`config.mk`:
```
export PLATFORM = sky130hd
export DESIGN_NAME = uart_rx
export DESIGN_NICKNAME = d
export VERILOG_FILES = /design/src/rtl/uart_rx.sv
export SDC_FILE = /design/constraint.sdc
export NUM_CORES = 1
export LEC_CHECK = 0
export ABC_AREA = 1
export CAP_MARGIN = 20
export CORE_ASPECT_RATIO = 0.9
export CORE_UTILIZATION = 40
export DETAILED_ROUTE_END_ITERATION = 10
export PLACE_DENSITY_LB_ADDON = 0.2
export SLEW_MARGIN = 20
export SYNTH_ARGS = -nofsm -noshare
export SYNTH_HDL_FRONTEND = slang
export SYNTH_SLANG_ARGS = --single-unit
```
`constraint.sdc`:
```
create_clock -name clk -period 5.2 [get_ports clk]
set_clock_uncertainty 0.1 [all_clocks]
set_input_delay 0.78 -clock clk [delete_from_list [all_inputs] [get_ports clk]]
set_output_delay 0.78 -clock clk [all_outputs]
set_load 0.03 [all_outputs]
```
`src/rtl/uart_rx.sv`:
```
`default_nettype none
// ============================================================================
// Module   : uart_rx
// Purpose  : 8N1 serial receiver with runtime baud divisor, start-bit glitch
//            rejection, one-cycle done / frame_err strobes.
// Revision : 1.0 - initial release
// ============================================================================
module uart_rx #(
  parameter int data_width = 8
) (
  input  logic                  clk,
  input  logic                  rstn,
  input  logic [15:0]           CLKS_PER_BIT,
  input  logic                  data_bit,
  output logic [data_width-1:0] data_bus,
  output logic                  done,
  output logic                  frame_err,
  output logic                  busy
);

  localparam int IDX_W = (data_width > 1) ? $clog2(data_width) : 1;
  localparam logic [IDX_W-1:0] LAST_IDX = IDX_W'(data_width - 1);

  typedef enum logic [2:0] {
    IDLE      = 3'd0,
    START_BIT = 3'd1,
    DATA_BITS = 3'd2,
    STOP_BIT  = 3'd3,
    DONE      = 3'd4
  } state_t;

  state_t                state_q, state_d;
  logic                  sync1_q, rx_s_q, rx_d_q;
  logic [15:0]           cnt_q, cnt_d;
  logic [15:0]           n_reg_q, n_reg_d;
  logic [IDX_W-1:0]      idx_q, idx_d;
  logic [data_width-1:0] shreg_q, shreg_d;
  logic [data_width-1:0] data_bus_q, data_bus_d;
  logic                  stop_ok_q, stop_ok_d;
  logic                  done_q, done_d;
  logic                  ferr_q, ferr_d;

  logic [15:0] w_half_m1;
  logic [15:0] w_n_m1;
  logic        w_fall;

  assign w_half_m1 = (n_reg_q >> 1) - 16'd1;
  assign w_n_m1    = n_reg_q - 16'd1;
  // Only a 1->0 transition arms reception; a held-low line never retriggers.
  assign w_fall    = rx_d_q & ~rx_s_q;

  // Two-flop synchronizer plus one delay flop for edge detection; idle is 1.
  always_ff @(posedge clk or negedge rstn) begin
    if (!rstn) begin
      sync1_q <= 1'b1;
      rx_s_q  <= 1'b1;
      rx_d_q  <= 1'b1;
    end else begin
      sync1_q <= data_bit;
      rx_s_q  <= sync1_q;
      rx_d_q  <= rx_s_q;
    end
  end

  // Receiver state and datapath registers.
  always_ff @(posedge clk or negedge rstn) begin
    if (!rstn) begin
      state_q    <= IDLE;
      cnt_q      <= 16'd0;
      n_reg_q    <= 16'd0;
      idx_q      <= '0;
      shreg_q    <= '0;
      data_bus_q <= '0;
      stop_ok_q  <= 1'b0;
      done_q     <= 1'b0;
      ferr_q     <= 1'b0;
    end else begin
      state_q    <= state_d;
      cnt_q      <= cnt_d;
      n_reg_q    <= n_reg_d;
      idx_q      <= idx_d;
      shreg_q    <= shreg_d;
      data_bus_q <= data_bus_d;
      stop_ok_q  <= stop_ok_d;
      done_q     <= done_d;
      ferr_q     <= ferr_d;
    end
  end

  // Next-state logic: mid-bit sampling driven by a per-frame latched divisor.
  always_comb begin
    state_d    = state_q;
    cnt_d      = cnt_q;
    n_reg_d    = n_reg_q;
    idx_d      = idx_q;
    shreg_d    = shreg_q;
    data_bus_d = data_bus_q;
    stop_ok_d  = stop_ok_q;
    done_d     = 1'b0;
    ferr_d     = 1'b0;
    case (state_q)
      IDLE: begin
        if (w_fall) begin
          state_d = START_BIT;
          cnt_d   = 16'd0;
          idx_d   = '0;
          n_reg_d = CLKS_PER_BIT;
        end
      end
      START_BIT: begin
        cnt_d = cnt_q + 16'd1;
        if (cnt_q == w_half_m1) begin
          cnt_d   = 16'd0;
          // Line back high at mid start bit means it was only a glitch.
          state_d = rx_s_q ? IDLE : DATA_BITS;
        end
      end
      DATA_BITS: begin
        cnt_d = cnt_q + 16'd1;
        if (cnt_q == w_n_m1) begin
          cnt_d          = 16'd0;
          shreg_d[idx_q] = rx_s_q;
          if (idx_q == LAST_IDX) begin
            state_d = STOP_BIT;
          end else begin
            idx_d = idx_q + 1'b1;
          end
        end
      end
      STOP_BIT: begin
        cnt_d = cnt_q + 16'd1;
        if (cnt_q == w_n_m1) begin
          cnt_d     = 16'd0;
          stop_ok_d = rx_s_q;
          if (rx_s_q) begin
            data_bus_d = shreg_q;
          end
          state_d = DONE;
        end
      end
      DONE: begin
        // First DONE cycle launches the strobe; second returns to IDLE so the
        // strobe is exactly one cycle wide.
        if (!(done_q | ferr_q)) begin
          done_d = stop_ok_q;
          ferr_d = ~stop_ok_q;
        end else begin
          state_d = IDLE;
        end
      end
      default: state_d = IDLE;
    endcase
  end

  assign data_bus  = data_bus_q;
  assign done      = done_q;
  assign frame_err = ferr_q;
  assign busy      = (state_q != IDLE);

endmodule
`default_nettype wire
```
==> results of run 1 <==
-- through the flow --
stage          setup slack [ns]  cells  area (um2)
6_report                   2.28    783        5040
4_1_cts                    2.30    783        5040
3_3_place_gp               2.35    767        4690
5_1_grt                    1.98    783        5040
3_5_place_dp               2.32    767        4690
2_1_floorplan              2.91    629        4340
-- flip-flops by register name (all words and copies together), names as in the netlist --
signal     flops
rx_s_q         1
n_reg_q       16
data_bus       8
cnt_q         16
shreg_q        8
state_q        3
rx_d_q         1
frame_err      1
stop_ok_q      1
sync1_q        1
done           1
idx_q          3
-- how the worst max path moves through the flow --
| stage | slack (ns) | depth (start not counted) | end | startpoint |
|---|---|---|---|---|
| after floorplan | 2.91 | 13 | cnt_q[10] | n_reg_q[2] |
| after global placement | 2.35 | 15 | data_bus[5] | n_reg_q[0] |
| after detailed placement | 2.32 | 15 | data_bus[5] | n_reg_q[0] |
| after CTS | 2.30 | 15 | data_bus[5] | n_reg_q[0] |
| after global routing | 1.98 | 15 | data_bus[6] | n_reg_q[1] |
| final | 2.28 | 15 | data_bus[5] | n_reg_q[0] |
-- area by class of cell --
type	instances	area [um2]	share of cell area
repair buffers	32	308	0.0611
clock inverters	7	124	0.0246
flip-flops and latches	60	1510	0.299
multi-input cells	461	2400	0.476
inverters	85	319	0.0633
well taps	129	161	0.0320
clock buffers	9	225	0.0447
-- cells by family (layout without fill, tap and decap cells) --
| logic type | after synthesis | after routing |
|---|---|---|
| DFF | 60 | 60 |
| buffers and inverters | 108 | 133 |
| and+or+nand+nor | 362 | 362 |
| AOI/OAI and AO/OA | 46 | 46 |
| adders and majority gates | 5 | 5 |
| xor gates and xnor gates | 48 | 48 |
-- layout by cell type, fill, tap and decap left out, drive strengths merged, types with 5 or more instances in the layout --
cell | synthesis | routed
nand4 | 7 | 7
nor3 | 8 | 8
ha | 5 | 5
clkdlybuf4s50 | 0 | 28
nand3 | 88 | 88
o21ai | 38 | 38
nand2 | 184 | 184
dfrtp | 57 | 57
nor2 | 67 | 67
xor2 | 29 | 29
xnor2 | 19 | 19
inv | 85 | 86
clkbuf | 10 | 9
-- power by group --
group	leakage [nW]	internal [W]	total (W)	switching [W]
clock	0.166	0.000471	0.000702	0.000231
combinational	1.55	0.000396	0.00113	0.000734
sequential	0.790	0.000558	0.000716	0.000159
total	2.50	0.00143	0.00255	0.00112
-- critical path: stages (launching register included) --
cell     delay [ns]
dfrtp_1        0.39
inv_2          0.18
ha_1           0.40
nand2_2        0.14
nor2_2         0.21
nand2_1        0.07
nand2_1        0.07
nand2_1        0.05
nand2_1        0.05
nand2_1        0.09
nor2_1         0.11
nand2_1        0.15
nor2_4         0.31
nand3_4        0.27
nand2_1        0.15
o21ai_2        0.06
-- routing by layer --
| layer | wire (um) | up-vias | global-route usage |
|---|---|---|---|
| met4 | 129 | 0 | 0.0613 |
| li1 | - | 2012 | - |
| met3 | 613 | 11 | 0.0427 |
| met5 | 0 | - | 0 |
| met1 | 5300 | 1836 | 0.289 |
| met2 | 4740 | 97 | 0.325 |
==> flow_metrics.tcl, run 1 <==
set metrics [dict create \
    drtAntennaViolNets 0 \
    min_to "rx_s_q" \
    synthTopCellsByCount "nand2_1, nand3_1, inv_1" \
    postLayoutCoreUtil 0.486 \
    insertion_delay_ns 0.33 \
    cp_max_fo 17 \
    post_synth_xor_area_fraction 0.0969 \
    layout-area-overhead-vs-synth_pct 16.2 \
    antenna-diode-count 0 \
    synthMuxAreaShare 0 \
    nets_finish 673 \
    worst-endpoint-arrival_ns 3.03 \
    detail_route.drc_violations 1 \
    tns_ns 0 \
    tritoncts "done" \
    hold_slack_ns 0.264 \
    ff2ff_path_depth 15 \
    async_flop_share 1.00 \
    globalRouteTotalUtil 0.207 \
    finalSetupViolations 0 \
    postCtsHoldBufs 0 \
    synth_fa_ha_area_frac 0.0144 \
    fp.dieH_um 101 \
    count_of_synthesis_stage_warnings_from_yosys 0 \
    crit-reg2reg-launch "n_reg_q[0]" \
    worst_ep_required_time_ns 5.31 \
    synthesis.area_mm2 0.00434 \
    synth_most_common_cell "nand2_1" \
    antenna_violations_before_repair 0 \
    synthesized_area_fraction_occupied_by_ao_oa_aoi_and_oai_cells 0.0629 \
    cts_sinks 60 \
    hold_sp "sync1_q" \
    finalHoldViolCount 0 \
    std_cell_rows 35 \
    timing.max_cap.violations 0 \
    synth_top_area_cell "dfrtp_1" \
    route.detailed.vias_per_inst 5.05 \
    worstHoldPathType "register to register" \
    netlist.area_leader.share 0.329 \
    post_cts.repair.setup_buffers 0 \
    floorplan.die.width_um 112 \
    timing.max_slew.rel_slack 0.484 \
    finalMaxSlewViolations 0 \
    layout_worst_path_cycle_share 0.561 \
    dominantRegCellSynth "dfrtp_1" \
    fmax_ghz 0.343 \
    post_route_cells_drive_above_1_share 0.0856 \
    grt_max_degree 61 \
    power.static_leakage_nw 2.50 \
    synthesized_instance_count 629 \
    floorplan.die_area_mm2 0.0113 \
    cts-root-buf "clkbuf_16" \
    floorplan.core_area_mm2 0.0104 \
    clkSlewWorstSetupHoldPaths_ns 0.06 \
    first_iter_violations 198 \
    ctsResizeCount 0 \
    syn-num-nets 653 \
    power_w 0.00255 \
    syn-mean-instance-area_um2 6.90 \
    synth_edf_count 0 \
    synth.ff_latch_count 60 \
    synthDistinctLibCells 33 \
    ctsLongestPathBuffers 2 \
    min_path_cells 0 \
    grt_remaining_overflow 0 \
    irDropWorstVdd_mv 0.307 \
    vias_in_the_first_global_route 3703 \
    yosys.area_share.simple 0.377 \
    place.port_buffers 29 \
    cts_htree_levels 3 \
    hpwlAfterDp_um 7990 \
    cp-start-kind "register" \
    max_slew.worst_pin.slew_ns 0.774 \
    grt_setup_unrepaired "no" \
    io-pin-count 30 \
    p_per_area_mw_per_mm2 506 \
    violations "design-rule violations" \
    synth-seq-area-share 0.347 \
    reg2reg_to "data_bus[5]" \
    drt-total-wl_um 10800 \
    yosys-top-cells-area "dfrtp_1, nand2_1, nand3_1" \
    avgRoutedWirePerCell_um 13.8 \
    regToRegSetupSlack_ns 2.28 \
    layout.filler_cells 1032 \
    critPathKind "register to register" \
    routabilityCongestion 0.905 \
    crit_path_end_kind "register" \
    tritoncts.num_buffers 9 \
    start_util 0.418 \
    grt_pass1_wl_um 18200 \
    synth_top_family_by_area "simple AND/OR/NAND/NOR gates" \
    routed-via-count 3956 \
    run_status "finished, violations left" \
    finalCriticalPeriod_ns 2.92 \
    first_pass_iters 8 \
]
Note: power is estimated with default switching activity, not from simulation.
==> run 2: changes to the inputs <==
- clock period: 5.2 -> 2.6 ns (I/O delays scaled with it)
==> flow_metrics.tcl, run 2 (synthesis results as in run 1) <==
set metrics [dict create \
    tritoncts "done" \
    fp.dieH_um 101 \
    layout.filler_cells 994 \
    power.static_leakage_nw 2.63 \
    vias_in_the_first_global_route 3854 \
    timing.max_cap.violations 0 \
    floorplan.die_area_mm2 0.0113 \
    clkSlewWorstSetupHoldPaths_ns 0.06 \
    grt_max_degree 35 \
    place.port_buffers 29 \
    fmax_ghz 0.399 \
    floorplan.die.width_um 112 \
    detail_route.drc_violations 1 \
    post_route_cells_drive_above_1_share 0.160 \
    cp_max_fo 5 \
    drt-total-wl_um 11200 \
    timing.max_slew.rel_slack 0.479 \
    std_cell_rows 35 \
    insertion_delay_ns 0.33 \
    crit_path_end_kind "register" \
    p_per_area_mw_per_mm2 962 \
    grt_remaining_overflow 0 \
    grt_util_met3 0.0379 \
    global_route_track_usage_on_met2 0.324 \
    layout_worst_path_cycle_share 0.964 \
    irDropWorstVdd_mv 0.607 \
    cts_sinks 60 \
    cts_htree_levels 3 \
    run_status "finished, violations left" \
    finalSetupViolations 0 \
    nets_finish 700 \
    max_slew.worst_pin.slew_ns 0.775 \
    post-route-worst-setup-slack_ns 0.0927 \
    layout.cells.most_common_list "nand2_1, inv_1, nand3_1" \
    hold_slack_ns -0.00687 \
    layout.cells.most_common "nand2_1" \
    avgRoutedWirePerCell_um 13.8 \
    routed-via-count 4124 \
    reg_top3 "cnt_q (16), n_reg_q (16)" \
    pre_cts_ws_ns -0.0305 \
    floorplan.core_area_mm2 0.0104 \
    first_iter_violations 276 \
    io-pin-count 30 \
    cts-root-buf "clkbuf_16" \
    worstHoldPathType "primary input to async pin" \
    groute.layer.met1.usage 0.293 \
    finalHoldViolCount 4 \
    ctsLongestPathBuffers 2 \
    cp-start-kind "register" \
    drtAntennaViolNets 0 \
    antenna-diode-count 0 \
    regToRegSetupSlack_ns 0.09 \
    start_util 0.418 \
    routabilityCongestion 0.923 \
    layout-area-overhead-vs-synth_pct 24.2 \
    worst-endpoint-arrival_ns 2.62 \
    grt_setup_unrepaired "yes" \
    top_usage_layer "met2" \
    worst_ep_required_time_ns 2.72 \
    antenna_violations_before_repair 0 \
    finalMaxSlewViolations 0 \
    finalCriticalPeriod_ns 2.51 \
    route.detailed.vias_per_inst 5.09 \
    hpwlAfterDp_um 8210 \
    grt_pass1_wl_um 18500 \
    critPathKind "register to register" \
    globalRouteTotalUtil 0.209 \
    violations "design-rule violations, negative hold slack" \
    tritoncts.num_buffers 9 \
    first_pass_iters 9 \
]
-- run 2: path summary, 6_finish.rpt --
check,cells past startpoint,end,start
max in group asynchronous,2,shreg_q[7],rstn
setup / recovery,17,data_bus[0],n_reg_q[1]
hold reg to reg,0,rx_s_q,sync1_q
min in group clk,0,rx_s_q,sync1_q
setup reg to reg,17,data_bus[0],n_reg_q[1]
hold / removal,1,n_reg_q[9],rstn
-- run 2: layer usage --
metal / share of wire / vias up / routed length (um)
li1: - / 2069 / -
met1: 0.49 / 1931 / 5520
met2: 0.44 / 110 / 4890
met3: 0.052 / 14 / 580
met4: 0.015 / 0 / 162
met5: 0 / - / 0
-- run 2: area by class of cell --
cell class / count / area (um2) / share of cell area
clock buffer: 10 / 239 / 0.0444
clock inverter: 6 / 46.3 / 0.00859
inverter: 85 / 319 / 0.0592
multi-input combinational: 463 / 2560 / 0.476
sequential: 60 / 1510 / 0.279
tap: 129 / 161 / 0.0300
timing repair buffer: 57 / 553 / 0.103
-- run 2: where the power goes --
| group | switching [W] | internal [W] |
|---|---|---|
| Clock | 0.000465 | 0.000677 |
| Sequential | 0.000303 | 0.00112 |
| Combinational | 0.00160 | 0.00102 |
| Total | 0.00237 | 0.00281 |
-- run 2: per-stage QoR --
step / TNS [ns] / utilization / instance area [um2] / instances / power (W)
finish: 0 / 0.519 / 5390 / 810 / 0.00518
CTS: 0 / 0.493 / 5120 / 798 / 0.00494
detailed placement: -0.0548 / 0.465 / 4830 / 782 / 0.00376
global placement: 0 / 0.465 / 4830 / 782 / 0.00372
global route: -1.81 / 0.519 / 5390 / 810 / 0.00558
floorplan: 0 / - / 4340 / 629 / 0.00313
-- run 2: worst max-delay path: stages, from the launching register on --
cell and delay (ns):
dfrtp_1 0.40, inv_2 0.13, ha_4 0.21, nand2_1 0.06, inv_1 0.04, nor2_2 0.12, nand2_1 0.06, nor2_1 0.10
nand2_1 0.08, nor2_2 0.11, nand3_1 0.07, nor2_1 0.11, nand2_1 0.11, nor2_4 0.24, buf_12 0.16, nand3_4 0.13
nand2_2 0.10, o21ai_2 0.05
-- run 2: repair_timing --
item,in CTS,in global routing
buffers inserted,0,10
endpoints found under the hold margin,0,0
endpoints found under the setup margin,14,39
gates resized for setup,1,35
cloned,0,2
pin swaps,0,16
hold buffers,0,0
